`config.mk`:
```
export PLATFORM = sky130hd
export DESIGN_NAME = microc_ctrl_fsm
export DESIGN_NICKNAME = d
export VERILOG_FILES = /design/src/rtl/microc_ctrl_fsm.sv
export SDC_FILE = /design/constraint.sdc
export NUM_CORES = 1
export LEC_CHECK = 0
export CORE_AREA = 2 2 50 52
export DETAILED_ROUTE_END_ITERATION = 8
export DIE_AREA = 0 0 52 54
export PLACE_DENSITY = 0.85
export SYNTH_ARGS = -nofsm -noshare
export SYNTH_HDL_FRONTEND = slang
export SYNTH_SLANG_ARGS = --single-unit
```
`constraint.sdc`:
```
create_clock -name clk -period 3.9 [get_ports clk]
set_input_delay 0.78 -clock clk [delete_from_list [all_inputs] [get_ports clk]]
set_output_delay 0.78 -clock clk [all_outputs]
set_load 0.1 [all_outputs]
```
`src/rtl/microc_ctrl_fsm.sv`:
```
// Two-cycle (FETCH/EXEC) control unit for the microc datapath, with run/step/halt control and a retired-instruction counter.
// Optional illegal-opcode trap is enabled by defining MICROC_CTRL_ILLEGAL_TRAP_EN.
module microc_ctrl_fsm #(
    parameter int CNT_W          = 16,
    parameter bit START_ON_RESET = 1'b0
) (
    input  logic             clk,
    input  logic             reset,
    input  logic             start,
    input  logic             step_mode,
    input  logic             step,
    input  logic [5:0]       Opcode,
    input  logic             z,
    output logic             s_inc,
    output logic             s_inm,
    output logic             we3,
    output logic             wez,
    output logic [2:0]       Op,
    output logic             pc_en,
    output logic             busy,
    output logic             halted,
    output logic             illegal,
    output logic [CNT_W-1:0] instr_cnt
);

    typedef enum logic [1:0] {
        S_IDLE  = 2'd0,
        S_FETCH = 2'd1,
        S_EXEC  = 2'd2,
        S_HALT  = 2'd3
    } state_t;

    localparam logic [CNT_W-1:0] CNT_ONE = CNT_W'(1);

    state_t           r_state;
    logic [CNT_W-1:0] r_cnt;

    logic w_is_li;
    logic w_is_alu;
    logic w_is_j;
    logic w_is_jz;
    logic w_is_jnz;
    logic w_is_halt;
    logic w_stop;

    assign w_is_li   = (Opcode[5:4] == 2'b00);
    assign w_is_alu  = (Opcode[5:4] == 2'b01);
    assign w_is_j    = (Opcode == 6'b100000);
    assign w_is_jz   = (Opcode == 6'b100001);
    assign w_is_jnz  = (Opcode == 6'b100010);
    assign w_is_halt = (Opcode == 6'b111111);

`ifdef MICROC_CTRL_ILLEGAL_TRAP_EN
    logic w_unrec;
    logic r_illegal;

    assign w_unrec = ~(w_is_li | w_is_alu | w_is_j | w_is_jz | w_is_jnz | w_is_halt);
    assign w_stop  = w_is_halt | w_unrec;
    assign illegal = r_illegal;

    always_ff @(posedge clk) begin
        if (reset) begin
            r_illegal <= 1'b0;
        end else if (r_state == S_EXEC && w_unrec) begin
            r_illegal <= 1'b1;
        end
    end
`else
    // Unrecognised opcodes fall through the decode below and act as NOP.
    assign w_stop  = w_is_halt;
    assign illegal = 1'b0;
`endif

    always_comb begin
        s_inc = 1'b1;
        s_inm = 1'b0;
        we3   = 1'b0;
        wez   = 1'b0;
        Op    = 3'b000;
        pc_en = 1'b0;
        if (r_state == S_EXEC && !w_stop) begin
            pc_en = 1'b1;
            if (w_is_li) begin
                s_inm = 1'b1;
                we3   = 1'b1;
            end else if (w_is_alu) begin
                Op  = Opcode[3:1];
                we3 = 1'b1;
                wez = 1'b1;
            end else if (w_is_j) begin
                s_inc = 1'b0;
            end else if (w_is_jz) begin
                s_inc = ~z;
            end else if (w_is_jnz) begin
                s_inc = z;
            end
        end
        // A reset cycle must never commit anything into the datapath.
        if (reset) begin
            we3   = 1'b0;
            wez   = 1'b0;
            pc_en = 1'b0;
        end
    end

    always_ff @(posedge clk) begin
        if (reset) begin
            r_state <= START_ON_RESET ? S_FETCH : S_IDLE;
            r_cnt   <= '0;
        end else begin
            case (r_state)
                S_IDLE: begin
                    if (start || (step_mode && step)) begin
                        r_state <= S_FETCH;
                    end
                end
                S_FETCH: begin
                    r_state <= S_EXEC;
                end
                S_EXEC: begin
                    if (w_stop) begin
                        r_state <= S_HALT;
                    end else begin
                        r_cnt   <= r_cnt + CNT_ONE;
                        r_state <= step_mode ? S_IDLE : S_FETCH;
                    end
                end
                default: begin
                    r_state <= S_HALT;
                end
            endcase
        end
    end

    assign busy      = (r_state == S_FETCH) || (r_state == S_EXEC);
    assign halted    = (r_state == S_HALT);
    assign instr_cnt = r_cnt;

endmodule
```
==> results.txt <==
outcome = finished, final reports clean
Post-synth EDFFs = 0
Power Total = 0.5086 mW
Worst-Margin Slew = 0.9774 ns
Post-DP HPWL = 1.819 mm
DR vias = 1009
total wire length = 2.351 mm
pre-CTS WS = 0.7374 ns
Avg WL per Cell = 12.85 um
cts hold-fix bufs = 0
Area Overhead vs Synth = 40.32%
synth top area cells = dfxtp_1, xor2_1, ha_1
fin nets = 170
dpl cell area = 1388 sq um
Critical-path top delay cell = clkdlybuf4s50_1
Power Dens Cells = 357.2 nW/um^2
Setup WS post-layout = 0.7182 ns
fmax = 314.3 MHz
fraction of layout cells with a size suffix above 1 = 15.69%
Seq/Total Area, Yosys = 35.51%
Sink Count = 18
final hold violations = 0
row count = 18
Util after Layout = 61.38%
Vias/cell = 5.514
Post-Syn Nets = 130
design area = 1424 sq um
RSZ-0062 raised after global routing = false
ys flop type = dfxtp_1
die width = 52 um
crit path launch type = input pin
die area = 2808 sq um
total track usage = 18.13%
Cells after Synth = 114
CTS tree = yes
Post-CTS Setup Repair Bufs = 0
fin crit share = 81.59%
first-pass GRT wire length = 3.788 mm
critical path class = in2out
vias in the first global route = 942
Diodes inserted = 0
Num CTS Buffers = 3
largest net degree at the start of global routing = 22
Synth warnings = 0
Worst VDD drop = 0.0003621 V
placer congestion estimate = 0.7252
Core Area = 2320 sq um
FFs w/ async S/R, synth = 0%
WHS = 0.5117 ns
H-tree levels = 1
DRT Pass-1 Iters = 4
# DRC = 0
highest-count cells in the layout ignoring fill and taps = clkdlybuf4s50_1, dfxtp_1, nor2_1
number of DRC markers in iteration 0 = 15
Max Buffers Root-to-Sink = 2
Setup crit end kind = output port
Synth area leader = dfxtp_1
WP data arrival = 2.40 ns
total grt overflow = 0
fin. max-slew vios = 0
Worst slew margin = 34.63%
Buf/Inv on CP = 2
synth unique cells = 38
Starting Density = 43.74%
Hold Crit Class = reg2reg
initial antenna violation count = 0
Post-CTS Resized = 0
ANT nets after route = 0
Final setup viols = 0
Worst-path clk slew = 0.10 ns
Inst Count DP = 179
Critical Path Fanout Max = 9
Synth Cell Area = 1015 sq um
IO buf count = 37
crit path time final = 3.182 ns
IO Count = 39
CP max stage delay = 0.57 ns
TNS Setup = 0 ns
Die Y = 54 um
Post-Layout Cell Count = 183
clock root buffer master = clkbuf_4
Max-cap violations = 0
fill count = 214
CP Data Required Time = 3.12 ns
#FFs+latches synth = 18
leakage power = 0.5431 nW
clk_skew = 0.004516 ns
Post-Syn Area per Cell = 8.901 sq um
crit-path cells = clkdlybuf4s50_1 > nand4_2 > o21ai_1 > nand3b_1 > buf_12
Largest delay share family, worst path = buffers and inverters
Clock Latency Late Sink = 0.29 ns
Yosys top cell area share = 35.51%
commonest non-fill, non-tap cell in the layout = clkdlybuf4s50_1
worst paths after layout:
| kind | end | start | slack (ns) | depth (start not counted) |
|---|---|---|---|---|
| worst max-delay path | s_inc | Opcode[4] | 0.72 | 5 |
| worst min-delay path | instr_cnt[14] | instr_cnt[14] | 0.51 | 2 |
| worst max register to register | instr_cnt[15] | r_state[0] | 1.94 | 6 |
| worst min register to register | instr_cnt[14] | instr_cnt[14] | 0.51 | 2 |
Yosys cell counts (2+ instances only):
cell type  number
dfxtp_1        18
nor2_1         12
a21oi_1         8
o21ai_0         6
xor2_1          6
inv_1           5
nand2_1         5
a211oi_1        4
ha_1            4
or3_1           4
and3_1          3
o211ai_1        3
o31ai_1         3
or4_1           3
and3_2          2
clkbuf_8        2
mux2i_1         2
nand3_1         2
nor4_1          2
o21ai_2         2
tightest hold or removal path: stages (launching register included):
cell     delay [ns]
dfxtp_1        0.35
o31ai_1        0.07
a21oi_1        0.05
metal layers:
| layer | track usage (%) | vias to the layer above | part of all wire, % |
|---|---|---|---|
| met5 | 0 | - | 0 |
| met4 | 7.895 | 0 | 0.30 |
| met3 | 5.000 | 2 | 6.8 |
| met2 | 33.76 | 39 | 51 |
| met1 | 19.02 | 470 | 42 |
| li1 | - | 498 | - |
cells by family after synthesis:
kind of cell	after synthesis	share of synthesized area, %
buf+inv	8	5.303
simple gates	45	27.37
mux	3	3.083
xor+xnor	6	5.179
flops	18	35.51
other cells	1	0.3696
compound gates	29	18.25
fa+ha+maj	4	4.932
registers in the layout, summed over array words and instances (netlist names):
register	flops
instr_cnt	16
r_state	2
where the power goes:
| part | switching (mW) | internal (mW) |
|---|---|---|
| logic | 0.143 | 0.0511 |
| clock network | 0.0573 | 0.0569 |
| registers | 0.00839 | 0.192 |
| total | 0.209 | 0.300 |
cell type report:
class	instances	area [sq um]	area share (%)
well taps	30	37.54	2.636
flip-flops and latches	18	360.3	25.31
clock buffers	4	36.28	2.548
multi-input cells	88	600.6	42.18
inverters	5	18.77	1.318
repair buffers	38	370.4	26.01
(Power assumes the default switching activity.)
